[src/rtl/pool_ifm_loader.sv]
// ---------------------------------------------------------------------------
// pool_ifm_loader
//
// Producer side of the pooling IFM row handshake. Pixels arrive on an
// upstream valid/ready stream and are banked into one of two IFM_SIZE-deep
// row buffers (ping-pong). Once a row is complete, the bank is presented to
// the pooling controller via 'full', and the controller pulls the row out one
// pixel per 'ifm_read' cycle while the other bank refills.
//
// Ports
//   clk1          in   system clock, all logic on its rising edge
//   rst_n         in   asynchronous, active-low reset
//   in_valid      in   upstream pixel valid
//   in_data       in   upstream pixel
//   in_ready      out  write bank has room (combinational)
//   ifm_read      in   controller consumes one pixel this cycle
//   full          out  read bank holds a complete row (combinational)
//   ifm_out       out  registered pixel, one cycle after ifm_read
//   ifm_out_valid out  ifm_out holds a pixel that was actually read
//   row_last      out  with ifm_out_valid: last pixel of a row
//   frame_done    out  1-cycle pulse with the last pixel of the frame
//   underrun      out  sticky: ifm_read seen while full was low
// ---------------------------------------------------------------------------
module pool_ifm_loader #(
  parameter int IFM_SIZE   = 9,
  parameter int CI         = 3,
  parameter int DATA_WIDTH = 8
) (
  input  logic                  clk1,
  input  logic                  rst_n,
  input  logic                  in_valid,
  input  logic [DATA_WIDTH-1:0] in_data,
  output logic                  in_ready,
  input  logic                  ifm_read,
  output logic                  full,
  output logic [DATA_WIDTH-1:0] ifm_out,
  output logic                  ifm_out_valid,
  output logic                  row_last,
  output logic                  frame_done,
  output logic                  underrun
);

  localparam int CW  = $clog2(IFM_SIZE);
  localparam int CHW = $clog2(CI) + 1;

  localparam logic [CW-1:0]  CNT_LAST = CW'(IFM_SIZE - 1);
  localparam logic [CHW-1:0] CH_LAST  = CHW'(CI - 1);

  // Two row banks; contents are never reset, only the full flags are.
  logic [DATA_WIDTH-1:0] mem [0:1][0:IFM_SIZE-1];

  logic [1:0]     bank_full_reg, bank_full_next;
  logic           wb_reg, wb_next;
  logic           rb_reg, rb_next;
  logic [CW-1:0]  wcnt_reg, wcnt_next;
  logic [CW-1:0]  rcnt_reg, rcnt_next;
  logic [CW-1:0]  row_cnt_reg, row_cnt_next;
  logic [CHW-1:0] ch_cnt_reg, ch_cnt_next;

  logic [DATA_WIDTH-1:0] ifm_out_reg;
  logic                  ifm_out_valid_reg;
  logic                  row_last_reg;
  logic                  frame_done_reg;
  logic                  underrun_reg;

  logic wr_fire;
  logic rd_fire;
  logic rd_underrun;
  logic rd_last;
  logic frame_wrap;

  assign in_ready    = !bank_full_reg[wb_reg];
  assign full        = bank_full_reg[rb_reg];

  assign wr_fire     = in_valid && in_ready;
  assign rd_fire     = ifm_read && full;
  assign rd_underrun = ifm_read && !full;
  assign rd_last     = rd_fire && (rcnt_reg == CNT_LAST);
  assign frame_wrap  = rd_last && (row_cnt_reg == CNT_LAST) && (ch_cnt_reg == CH_LAST);

  // Next-state for pointers, counters and bank flags. A write can only fill
  // the write bank and a read can only release the read bank; when both
  // happen on one edge they target different banks (the write bank is never
  // full while being written, the read bank is always full while read), so
  // the two flag updates never collide.
  always_comb begin
    bank_full_next = bank_full_reg;
    wb_next        = wb_reg;
    rb_next        = rb_reg;
    wcnt_next      = wcnt_reg;
    rcnt_next      = rcnt_reg;
    row_cnt_next   = row_cnt_reg;
    ch_cnt_next    = ch_cnt_reg;

    if (wr_fire) begin
      if (wcnt_reg == CNT_LAST) begin
        wcnt_next              = '0;
        wb_next                = !wb_reg;
        bank_full_next[wb_reg] = 1'b1;
      end else begin
        wcnt_next = wcnt_reg + CW'(1);
      end
    end

    if (rd_fire) begin
      if (rcnt_reg == CNT_LAST) begin
        rcnt_next              = '0;
        rb_next                = !rb_reg;
        bank_full_next[rb_reg] = 1'b0;
        if (row_cnt_reg == CNT_LAST) begin
          row_cnt_next = '0;
          ch_cnt_next  = (ch_cnt_reg == CH_LAST) ? '0 : ch_cnt_reg + CHW'(1);
        end else begin
          row_cnt_next = row_cnt_reg + CW'(1);
        end
      end else begin
        rcnt_next = rcnt_reg + CW'(1);
      end
    end
  end

  // Row bank write port.
  always_ff @(posedge clk1) begin
    if (wr_fire) begin
      mem[wb_reg][wcnt_reg] <= in_data;
    end
  end

  // Control state and registered outputs.
  always_ff @(posedge clk1 or negedge rst_n) begin
    if (!rst_n) begin
      bank_full_reg     <= '0;
      wb_reg            <= 1'b0;
      rb_reg            <= 1'b0;
      wcnt_reg          <= '0;
      rcnt_reg          <= '0;
      row_cnt_reg       <= '0;
      ch_cnt_reg        <= '0;
      ifm_out_reg       <= '0;
      ifm_out_valid_reg <= 1'b0;
      row_last_reg      <= 1'b0;
      frame_done_reg    <= 1'b0;
      underrun_reg      <= 1'b0;
    end else begin
      bank_full_reg     <= bank_full_next;
      wb_reg            <= wb_next;
      rb_reg            <= rb_next;
      wcnt_reg          <= wcnt_next;
      rcnt_reg          <= rcnt_next;
      row_cnt_reg       <= row_cnt_next;
      ch_cnt_reg        <= ch_cnt_next;
      ifm_out_valid_reg <= rd_fire;
      row_last_reg      <= rd_last;
      frame_done_reg    <= frame_wrap;
      // ifm_out holds its last value when nothing is read.
      if (rd_fire) begin
        ifm_out_reg <= mem[rb_reg][rcnt_reg];
      end
      if (rd_underrun) begin
        underrun_reg <= 1'b1;
      end
    end
  end

  assign ifm_out       = ifm_out_reg;
  assign ifm_out_valid = ifm_out_valid_reg;
  assign row_last      = row_last_reg;
  assign frame_done    = frame_done_reg;
  assign underrun      = underrun_reg;

endmodule

[config.mk]
export PLATFORM = sky130hd
export DESIGN_NAME = pool_ifm_loader
export DESIGN_NICKNAME = d
export VERILOG_FILES = /design/src/rtl/pool_ifm_loader.sv
export SDC_FILE = /design/constraint.sdc
export NUM_CORES = 1
export LEC_CHECK = 0
export BUFFER_PORTS_ARGS = -buffer_cell sky130_fd_sc_hd__buf_2
export CORE_MARGIN = 1
export CORE_UTILIZATION = 45
export CTS_CLUSTER_SIZE = 40
export DETAILED_ROUTE_END_ITERATION = 8
export GPL_TIMING_DRIVEN = 0
export SETUP_SLACK_MARGIN = 0.02
export SYNTH_ARGS = -nofsm -noshare
export SYNTH_HDL_FRONTEND = slang
export SYNTH_SLANG_ARGS = --single-unit
[constraint.sdc]
create_clock -name clk1 -period 5.2 [get_ports clk1]
set_input_delay 1.3 -clock clk1 [delete_from_list [all_inputs] [get_ports clk1]]
set_output_delay 1.3 -clock clk1 [all_outputs]
set_load 0.005 [all_outputs]
### Word-level counts from Yosys, hierarchy flattened

Memories as Yosys holds them, arrays and structs flattened.
Cells that the tools add are included.

* memories: 1
* register bits: 31
* word-level logic and storage cells: 72
* input port bits: 12
* memory bits (writable): 144

Memory list
* mem: depth 2, width 72, read ports 1, clocked after memory_dff 0, wr ports 1, RTL line 50 `logic [DATA_WIDTH-1:0] mem [0:1][0:IFM_SIZE-1];`

* multiplexer cells: 23
* bitwise operators: 5
* order comparisons: 7
* $add $sub $neg: 4
* equal/unequal tests: 4
* reductions and logical operators: 16

Operator list (number)
* 72-bit two-way mux: 1
* 8-bit binary-select mux with 4-bit select: 1
* 8-bit demux with 4-bit select: 1
* 8-bit two-way mux: 3
* 4-bit by 1-bit adder with 4-bit output (second input constant): 3
* 4-bit == test (second input constant): 3
* 4-bit two-way mux: 3
* 5-bit greater-or-equal comparator (second input constant): 2
* 4-bit inverter with 5-bit output: 2
* 1-bit logical AND: 9
* 2-bit two-way mux: 4
* 1-bit two-way mux: 7
* 5-bit by 1-bit less-than comparator with 1-bit output (second input constant): 1
* 1-bit zero test: 4
* 1-bit by 2-bit less-than comparator with 1-bit output (second input constant): 2
* 2-bit AND reduction: 2
* 3-bit by 1-bit adder with 3-bit output (second input constant): 1
* 3-bit by 2-bit == test with 1-bit output (second input constant): 1
* 3-bit two-way mux: 1
* 3-bit AND reduction: 1
* 2-bit bitwise AND: 1
* 1-bit demux with 1-bit select: 2
* 1-bit greater-or-equal comparator (second input constant): 2
* 2-bit inverter: 1
* 2-bit OR: 1

### Depth between registers and ports, before layout

* word-level depth: 10
* depth in mapped cells: 8

### Worst setup path after synthesis

Ideal clock, no wire load.

* path type: input port to flip-flop
* from: input port in_valid
* to: memory mem[1][64] (netlist bit) (enable)
* cell stages on the path: 4
* buffers on the path: 1
* required time: 4830 ps
* setup slack: 2806 ps
* data arrival time: 2024 ps
* cells stage by stage: and2_1 buf_4 nand2_1 nor2_1

* longest elaborated chain between the ends: 3

RTL lines
* from (decl): RTL line 31 `input logic in_valid,`
* 1-bit logical AND: RTL line 75 `assign wr_fire = in_valid && in_ready;`
* 1-bit two-way mux: RTL line 124 `if (wr_fire) begin`
* 72-bit two-way mux (not written as such): RTL line 125 `mem[wb_reg][wcnt_reg] <= in_data;`
* to (decl): RTL line 50

Every way passes these cells.

### Final worst setup path

* from: register rb_reg
* to: output port full

* longest elaborated chain between the ends: 2

RTL lines
* from (decl): RTL line 54 `logic rb_reg, rb_next;`
* from (signal assigned): RTL line 147 `rb_reg <= rb_next;`
* 1-bit two-way mux (not written as such) (2 in series): RTL line 73 `assign full = bank_full_reg[rb_reg];`
* to (decl): RTL line 35 `output logic full,`

Every way passes these cells. The select of a mux whose other input is x is not followed.

==> metrics.yaml <==
run_status: "complete, no violations"
cts_buffers: 17
fp.dieW_um: 128
num_vias: 3810
finalSetupViolations: 0
detailed_placer_s_ending_hpwl_um: 9570
cp_num_buf_inv: 3
critPathCaptureType: "output port"
clk_pin_slew_ns: 0.07
layout.nets: 498
crit_path_start_kind: "flip-flop"
cts.htree.levels: 4
grt_first_pass_wirelength_um: 22200
timing.max_slew.rel_slack_pct: 38.4
critical_path.top_delay_family: "buffers and inverters"
post_drt_wl_per_cell_um: 20.8
post-cts-setup-buffer-count: 0
design.die.area_mm2: 0.0164
first_global_vias: 3715
power.ir.vdd_worst_uv: 251
gpl.final_weighted_congestion: 0.773
yosysSeqAreaShare_pct: 71.4
leakagePower_nw: 2.88
detail_route.drc_violations: 0
critical_path_arrival_ns: 1.53
num_antenna_cells: 0
synthesis.nets: 454
synth.distinct_cells: 41
largest_net_degree_at_the_start_of_global_routing: 32
crit_required_ns: 3.90
cp_slowest_cell: "sky130_fd_sc_hd__mux2i_4"
floorplan.die.height_um: 128
pwr_density_cell_mw_per_mm2: 525
timing_hold_violations_final: 0
antenna_left: 0
drive_gt1_share_pct: 20.2
critical-path-max-stage-delay_ns: 0.38
ys_async_sr_fraction_pct: 17.7
worstSetupPathType: "flip-flop to output port"
cp_cell_sequence: "buf_6 > mux2i_4 > inv_2 > buf_2"
layout_setup_ws_ns: 2.37
viasPerCell: 5.43
drtIter0Drc: 357
area_delta_synth_final_pct: 13.7
worst-slew-pin-transition_ns: 0.921
clk-insertion-delay-late_ns: 0.43
maxCapViolCount: 0
drv_slew: 0
final.min_clock_period_ns: 2.83
hold_buf_count_cts: 0
buffer_ports.inserted: 25
cts_buffer_depth: 2
drt-total-wl_um: 14600
nFillCells: 1245
numClockSinks: 175
design_power_total_mw: 4.26
setup_repair_after_global_routing_missed_its_margin: "false"
tritoncts_clock_tree: "yes"
cts_root_buffer: "sky130_fd_sc_hd__clkbuf_16"
synth-seq-cells: 175
min-delay-path-class: "flip-flop to flip-flop"
design.portCount: 26
antenna_violations_before_repair: 0
placement_rows: 45
global_route.usage.total_pct: 19.3
ctsResizeCount: 0
detail_route.first_pass.iterations: 4
overflow: 0
post-route-period-util_pct: 54.5
achievable-frequency_ghz: 0.353
core_area_mm2: 0.0154
yosysWarnings: 0
yosys_most_used_dff: "sky130_fd_sc_hd__edfxtp_1"
clock_skew_ns: 0.00721
synth_enable_flop_cells: 144
final_sum_of_negative_setup_slack_ns: 0
syn-instance-count: 434
dp_slack_ns: 2.28
critical_path_peak_fanout: 6
largest_register_ff_count: 144
mappedNetlistArea_mm2: 0.00714
mean_syn_cell_area_um2: 16.5
floorplan.initialDensity_pct: 46.5
worst register-to-register path, cell delays in order (launching register included):
cell and delay (ns):
sky130_fd_sc_hd__dfrtp_1 0.32, sky130_fd_sc_hd__buf_2 0.17, sky130_fd_sc_hd__mux2i_1 0.36, sky130_fd_sc_hd__and2_1 0.18, sky130_fd_sc_hd__buf_4 0.15, sky130_fd_sc_hd__nand2_1 0.14
sky130_fd_sc_hd__nor2_1 0.69
cells in the mapped netlist (3+ instances only):
library cell / count / area (µm²)
sky130_fd_sc_hd__mux2_2: 20 / 225
sky130_fd_sc_hd__dfrtp_1: 31 / 776
sky130_fd_sc_hd__nand3_1: 14 / 70.1
sky130_fd_sc_hd__inv_2: 3 / 11.3
sky130_fd_sc_hd__a21oi_1: 19 / 95.1
sky130_fd_sc_hd__nand2_1: 27 / 101
sky130_fd_sc_hd__inv_1: 10 / 37.5
sky130_fd_sc_hd__a22oi_1: 8 / 60.1
sky130_fd_sc_hd__buf_6: 3 / 33.8
sky130_fd_sc_hd__nor2_1: 34 / 128
sky130_fd_sc_hd__edfxtp_1: 144 / 4320
sky130_fd_sc_hd__nand3b_1: 4 / 30.0
sky130_fd_sc_hd__buf_1: 3 / 11.3
sky130_fd_sc_hd__buf_2: 4 / 20.0
sky130_fd_sc_hd__o21ai_0: 7 / 35.0
sky130_fd_sc_hd__mux2i_1: 35 / 350
sky130_fd_sc_hd__buf_4: 4 / 30.0
sky130_fd_sc_hd__xnor2_1: 5 / 43.8
sky130_fd_sc_hd__a31oi_1: 8 / 50.1
sky130_fd_sc_hd__clkbuf_1: 3 / 11.3
sky130_fd_sc_hd__ha_1: 8 / 100
sky130_fd_sc_hd__mux4_1: 10 / 263
sky130_fd_sc_hd__mux4_2: 6 / 135
sky130_fd_sc_hd__and2_1: 4 / 25.0
routing by layer:
layer | vias up | wire length (µm) | GRT usage [%]
li1 | 1748 | - | -
met1 | 1951 | 6970 | 27.6
met2 | 90 | 6860 | 29.3
met3 | 21 | 502 | 3.63
met4 | 0 | 291 | 8.10
met5 | - | 0 | 0
kinds of logic after synthesis:
logic type               synth area share, %
AO/OA/AOI/OAI                           3.91
multiplexers                            13.9
XOR/XNOR                               0.736
buffers and inverters                   2.17
AND/OR/NAND/NOR                         6.41
flip-flops                              71.4
adder cells (fa/ha/maj)                 1.40
path summary, 6_finish.rpt:
| kind | cells after the start | endpoint | startpoint | slack [ns] |
|---|---|---|---|---|
| worst max-delay path | 4 | full | rb_reg | 2.37 |
| max in group asynchronous | 1 | wcnt_reg[2] | rst_n | 3.78 |
| worst max register to register | 6 | mem[1][39] | wb_reg | 2.80 |
| min in group asynchronous | 1 | underrun | rst_n | 0.94 |
| worst min-delay path | 1 | underrun | underrun | 0.45 |
| worst min register to register | 1 | underrun | underrun | 0.45 |
cell type report:
cell class | count | area (µm²) | share of cell area (%)
flip-flops and latches | 175 | 5100 | 62.8
multi-input cells | 229 | 1890 | 23.2
clock buffers | 17 | 425 | 5.24
well taps | 211 | 264 | 3.25
clock inverters | 15 | 161 | 1.99
repair buffers | 25 | 125 | 1.54
plain buffers | 17 | 106 | 1.31
inverters | 13 | 48.8 | 0.601
placed cells by master, fill, tap and decap left out, drive strengths merged, types with 14 or more instances in the layout:
cell type,netlist,layout
edfxtp,144,144
buf,14,39
mux2i,36,36
nor2,34,34
dfrtp,31,31
nand2,28,28
mux2,20,20
clkbuf,3,20
a21oi,19,19
inv,13,17
mux4,16,16
nand3,14,14
power by group:
| group | total, mW | switching, mW | internal, mW |
|---|---|---|---|
| Clock | 1.26 | 0.544 | 0.713 |
| Combinational | 1.21 | 0.692 | 0.514 |
| Sequential | 1.80 | 0.111 | 1.69 |
metrics by stage:
| stage | util [%] | cell area, µm² | hold WS [ns] | instances |
|---|---|---|---|---|
| 2_1_floorplan | - | 7140 | 0.445 | 434 |
| 3_3_place_gp | 49.0 | 7530 | 0.438 | 670 |
| 3_5_place_dp | 49.0 | 7530 | 0.444 | 670 |
| 4_1_cts | 52.8 | 8120 | 0.459 | 702 |
| 5_1_grt | 52.8 | 8120 | 0.483 | 702 |
| 6_report | 52.8 | 8120 | 0.453 | 702 |
Power figures use the tool's default switching activity.
